==> src/rtl/seven_segment_display_ctrl_if.sv <==
// Bus bundle between a display client and the seven-segment controller.
// Latency: none, wires only.
// Backpressure: none; loads are always accepted and confirmed by load_ack.
interface seven_segment_display_ctrl_if #(
   parameter int NUM_DIGITS = 4
) ();
   logic [4*NUM_DIGITS-1:0] data_in;
   logic                    load;
   logic                    display_enable;
   logic                    blank_leading_zeros;
   logic                    blink_enable;
   logic [7*NUM_DIGITS-1:0] segments;
   logic                    load_ack;

   // Client side: drives value and display controls, observes the glyphs.
   modport master (
      output data_in,
      output load,
      output display_enable,
      output blank_leading_zeros,
      output blink_enable,
      input  segments,
      input  load_ack
   );

   // Controller side.
   modport slave (
      input  data_in,
      input  load,
      input  display_enable,
      input  blank_leading_zeros,
      input  blink_enable,
      output segments,
      output load_ack
   );
endinterface

==> src/rtl/seven_segment_display_ctrl.sv <==
// Multi-digit hex seven-segment driver with leading-zero blanking and blink.
// Latency: load visible on segments two edges later; control inputs one edge later.
// Backpressure: none; every load is captured and acknowledged the next cycle.
module seven_segment_display_ctrl #(
   parameter int NUM_DIGITS = 4,
   parameter int BLINK_DIV  = 25000000
) (
   input  logic                       clk,
   input  logic                       reset,
   seven_segment_display_ctrl_if.slave bus
);
   localparam int DATA_W = 4 * NUM_DIGITS;
   localparam int SEG_W  = 7 * NUM_DIGITS;
   localparam int CNT_W  = (BLINK_DIV > 1) ? $clog2(BLINK_DIV) : 1;

   localparam logic [CNT_W-1:0] CNT_LAST    = CNT_W'(BLINK_DIV - 1);
   localparam logic [6:0]       GLYPH_BLANK = 7'h7F;

   // Active-low gfedcba glyph for one hex nibble; bit 0 is segment a.
   function automatic logic [6:0] hex_glyph(input logic [3:0] nib);
      hex_glyph = GLYPH_BLANK;
      case (nib)
         4'h0: hex_glyph = 7'h40;
         4'h1: hex_glyph = 7'h79;
         4'h2: hex_glyph = 7'h24;
         4'h3: hex_glyph = 7'h30;
         4'h4: hex_glyph = 7'h19;
         4'h5: hex_glyph = 7'h12;
         4'h6: hex_glyph = 7'h02;
         4'h7: hex_glyph = 7'h78;
         4'h8: hex_glyph = 7'h00;
         4'h9: hex_glyph = 7'h10;
         4'hA: hex_glyph = 7'h08;
         4'hB: hex_glyph = 7'h03;
         4'hC: hex_glyph = 7'h46;
         4'hD: hex_glyph = 7'h21;
         4'hE: hex_glyph = 7'h06;
         4'hF: hex_glyph = 7'h0E;
         default: hex_glyph = GLYPH_BLANK;
      endcase
   endfunction

   logic [DATA_W-1:0] held_q;
   logic              load_ack_q;
   logic [CNT_W-1:0]  blink_cnt_q;
   logic              blink_phase_q;
   logic [SEG_W-1:0]  segments_q;

   logic [DATA_W-1:0] eff_val;
   logic [SEG_W-1:0]  seg_next;
   logic              blink_blank;
   logic              zero_run;
   logic [3:0]        nib;

   // Capture the display value on load; reset wins over a simultaneous load.
   always_ff @(posedge clk) begin
      if (reset) begin
         held_q     <= '0;
         load_ack_q <= 1'b0;
      end else begin
         load_ack_q <= bus.load;
         if (bus.load) begin
            held_q <= bus.data_in;
         end
      end
   end

   // Free-running blink divider; phase flips each time the counter wraps.
   always_ff @(posedge clk) begin
      if (reset) begin
         blink_cnt_q   <= '0;
         blink_phase_q <= 1'b0;
      end else if (blink_cnt_q == CNT_LAST) begin
         blink_cnt_q   <= '0;
         blink_phase_q <= ~blink_phase_q;
      end else begin
         blink_cnt_q   <= blink_cnt_q + 1'b1;
      end
   end

   // Disabling the display shows zeros but leaves the held value intact.
   assign eff_val     = bus.display_enable ? held_q : '0;
   assign blink_blank = bus.blink_enable & blink_phase_q;

   // Build the next glyph vector, walking from the most significant digit so
   // zero_run tells whether this digit and everything above it is zero.
   always_comb begin
      seg_next = '0;
      zero_run = 1'b1;
      nib      = '0;
      for (int k = NUM_DIGITS - 1; k >= 0; k--) begin
         nib      = eff_val[4*k +: 4];
         zero_run = zero_run & (nib == 4'h0);
         if (blink_blank || (bus.blank_leading_zeros && zero_run && (k != 0))) begin
            seg_next[7*k +: 7] = GLYPH_BLANK;
         end else begin
            seg_next[7*k +: 7] = hex_glyph(nib);
         end
      end
   end

   // Register the segment drive; reset blanks every digit.
   always_ff @(posedge clk) begin
      if (reset) begin
         segments_q <= {NUM_DIGITS{GLYPH_BLANK}};
      end else begin
         segments_q <= seg_next;
      end
   end

   assign bus.segments = segments_q;
   assign bus.load_ack = load_ack_q;
endmodule

==> src/flat_wrapper.sv <==
// flat-port wrapper written by rule: the top's interface ports become plain ports
module seven_segment_display_ctrl_flat 
#(
   parameter int NUM_DIGITS = 4,
   parameter int BLINK_DIV  = 25000000
)
  (clk, reset, bus_data_in, bus_load, bus_display_enable, bus_blank_leading_zeros, bus_blink_enable, bus_segments, bus_load_ack);
  seven_segment_display_ctrl_if #(.NUM_DIGITS(NUM_DIGITS)) bus_i ();
  input  logic clk;
  input  logic reset;
  input wire logic [$bits(bus_i.data_in)-1:0] bus_data_in;
  input wire logic [$bits(bus_i.load)-1:0] bus_load;
  input wire logic [$bits(bus_i.display_enable)-1:0] bus_display_enable;
  input wire logic [$bits(bus_i.blank_leading_zeros)-1:0] bus_blank_leading_zeros;
  input wire logic [$bits(bus_i.blink_enable)-1:0] bus_blink_enable;
  output wire logic [$bits(bus_i.segments)-1:0] bus_segments;
  output wire logic [$bits(bus_i.load_ack)-1:0] bus_load_ack;
  assign bus_i.data_in = bus_data_in;
  assign bus_i.load = bus_load;
  assign bus_i.display_enable = bus_display_enable;
  assign bus_i.blank_leading_zeros = bus_blank_leading_zeros;
  assign bus_i.blink_enable = bus_blink_enable;
  assign bus_segments = bus_i.segments;
  assign bus_load_ack = bus_i.load_ack;
  seven_segment_display_ctrl #(.NUM_DIGITS(NUM_DIGITS), .BLINK_DIV(BLINK_DIV)) u_core (.clk(clk), .reset(reset), .bus(bus_i));
endmodule
==> config.mk <==
export PLATFORM = sky130hd
export DESIGN_NAME = seven_segment_display_ctrl_flat
export DESIGN_NICKNAME = d
export VERILOG_FILES = /design/src/rtl/seven_segment_display_ctrl_if.sv /design/src/rtl/seven_segment_display_ctrl.sv /design/src/flat_wrapper.sv
export SDC_FILE = /design/constraint.sdc
export NUM_CORES = 1
export LEC_CHECK = 0
export CAP_MARGIN = 25
export CORE_UTILIZATION = 35
export DETAILED_ROUTE_END_ITERATION = 12
export SLEW_MARGIN = 20
export SYNTH_ARGS = -nofsm -noshare
export SYNTH_HDL_FRONTEND = slang
export SYNTH_SLANG_ARGS = --single-unit
==> constraint.sdc <==
create_clock -name clk -period 2.6 [get_ports clk]
set_input_delay 0.26 -clock clk [delete_from_list [all_inputs] [get_ports clk]]
set_output_delay 0.26 -clock clk [all_outputs]
set_load 0.01 [all_outputs]
==> results.yml <==
sta:
  clock-skew-final_ns: 0.0136
  maxSlewHeadroom: 0.630
  rsz0062_at_grt: "no"
  hold_ws_ns: 0.468
  setup_viol: 0
  final.setup.tns_ns: 0
  finalCritPeriodShare: 0.799
  fin_crit_ns: 2.08
  final_hold_viol_count: 0
  worst_slew_pin_slew_ns: 0.549
  fmaxAchievable_ghz: 0.481
  slew_violations: 0
clocking:
  clock_path_buffers: 2
  cts_buffers: 9
  cts-htree-levels: 3
  path_clk_slew_ns: 0.07
  ctsHoldBuffers: 0
  post_cts_resized: 0
  cts.sinks: 71
  cts_root_buffer: "clkbuf_8"
  insertion_delay_ns: 0.34
  post_cts_buffers: 0
  tritoncts: "built"
yosys:
  synth_nets: 465
  yosys.area.top_type: "dfxtp_1"
  synth_area_um2: 3590
  synth_common_cells: "71 x dfxtp_1, 47 x nor2_1, 36 x nand2_1"
  syn_inst: 421
  ys.flop_type: "dfxtp_1"
  ys_seq_area_frac: 0.396
  async_reset_ff_frac: 0
  synth-edff-count: 0
  synth_most_common_cell: "dfxtp_1"
  yosys_register_bits: 71
  avgSynthCellArea_um2: 8.52
  ys_warn_count: 0
  synth_cell_types: 49
  synth.top_cell.area_share: 0.396
  synth.area.top_cells: "dfxtp_1 40%, ha_1 7.7%, nor2_1 4.9%"
cells_and_area:
  nNetsFinal: 513
  layout-drive-gt1-share: 0.0738
  fin_util: 0.451
  fin_cells: 607
  diodes: 0
  syn_to_final_growth_pct: 24.1
  fillers: 969
die:
  ios: 51
  fp.coreArea_um2: 9860
  rows: 36
  die_w_um: 103
  die_area_um2: 10700
  die_y_um: 103
  start_util: 0.364
place:
  gp_congestion: 0.856
  hpwl_mm: 5.92
  dpl.cell_count: 591
  io_buffers: 50
pwr:
  power.density_nw_per_um2: 553
  power_w: 0.00246
  ir_drop_mv: 0.251
  leakagePower_nw: 1.70
worst_setup_path:
  cp.required_ns: 2.81
  worstPathMaxFanout: 18
  endpoint_kind: "flop"
  r2r_setup_slack_ns: 0.60
  crit_path_start_kind: "input port"
  worstPathArrival_ns: 2.29
  critical_path_class: "input port to flop"
detailed_routing:
  num_vias: 3071
  drc_errors: 0
  routedWlPerCell_um: 13.6
  drtIter0Drc: 149
  first_pass_iters: 4
  drt-total-wl_mm: 8.23
  ant_nets: 0
  via_per_inst: 5.06
run_status:
  status: "finished, final reports clean"
global_routing:
  grt_max_degree: 25
  grt_pass1_vias: 2811
  grt_pass1_wl_mm: 13.3
  grt_overflow: 0
  antenna_found_initial: 0
  grtUsageTotal: 0.161
worst_hold_path:
  hold_path.class: "flop to flop"
job:
  maxCapViolations: 0
[logic make-up after synthesis]
group / after synthesis / synth area share
buf+inv: 44 / 0.0471
simple gates: 156 / 0.223
fa+ha+maj: 22 / 0.0767
compound gates: 94 / 0.166
xor+xnor: 14 / 0.0342
mux: 20 / 0.0569
flops: 71 / 0.396
[per-layer routing]
layer,up-vias,GRT usage,share of wire
li1,1590,-,-
met1,1423,0.204,0.48
met2,49,0.264,0.46
met3,9,0.0397,0.044
met4,0,0.0661,0.015
met5,-,0,0
[stage by stage]
stage	instance area, um2	setup WS [ns]
floorplan	3590	0.357
CTS	4450	0.590
global placement	4240	0.335
global route	4450	0.382
detailed placement	4240	0.231
finish	4450	0.522
[where the power goes]
| part | total [W] | switching (W) | internal (W) |
|---|---|---|---|
| combinational | 0.000345 | 0.000163 | 0.000182 |
| sequential | 0.00119 | 0.0000443 | 0.00115 |
| clock | 0.000924 | 0.000404 | 0.000520 |
[registers in the layout (all words and copies together), names as in the netlist]
signal	flops
u_core.bus.segments	28
u_core.blink_cnt_q	25
u_core.bus.load_ack	1
u_core.held_q	16
u_core.blink_phase_q	1
[worst max-delay path, cell delays in order]
cell and delay [ns]:
clkdlybuf4s50_1 0.51, buf_4 0.24, and2_1 0.24, inv_1 0.08, ha_1 0.25, a41oi_1 0.24
a21boi_0 0.30, o221ai_1 0.16
[final timing paths]
path	startpoint	to	cells past startpoint
setup / recovery	bus_display_enable	u_core.bus.segments[17]	8
hold / removal	u_core.blink_cnt_q[0]	u_core.blink_cnt_q[0]	1
setup reg to reg	u_core.blink_cnt_q[12]	u_core.blink_cnt_q[24]	4
hold reg to reg	u_core.blink_cnt_q[0]	u_core.blink_cnt_q[0]	1
[cell usage in the layout, fill, tap and decap left out, types with 3 or more instances in the layout]
master and count:
nor2_1 47, nand4_1 10, a21oi_1 33, dfxtp_1 71
clkbuf_8 12, nand2_1 36, nand3_1 12, o21ai_0 22
ha_1 22, o211ai_1 3, or3_1 6, o31ai_1 4
nor4_1 4, buf_4 11, mux2i_1 17, nand2b_1 6
xnor2_1 8, and4_1 4, nand4b_1 5, o221ai_1 6
nor2b_1 7, inv_1 20, o2111ai_1 3, a32oi_1 3
xor2_1 6, mux2_2 3, and2_1 5, clkdlybuf4s50_1 50
a31oi_1 5
[cell type report]
cell class              count  area (um2)  share of cell area
flip-flops and latches     71        1420               0.319
multi-input cells         306        2000               0.449
inverters                  20        75.1              0.0169
well taps                 133         166              0.0374
clock inverters             3        40.0             0.00899
clock buffers              13         169              0.0379
repair buffers             61         583               0.131
No activity file was read; power rests on OpenSTA's default activity.
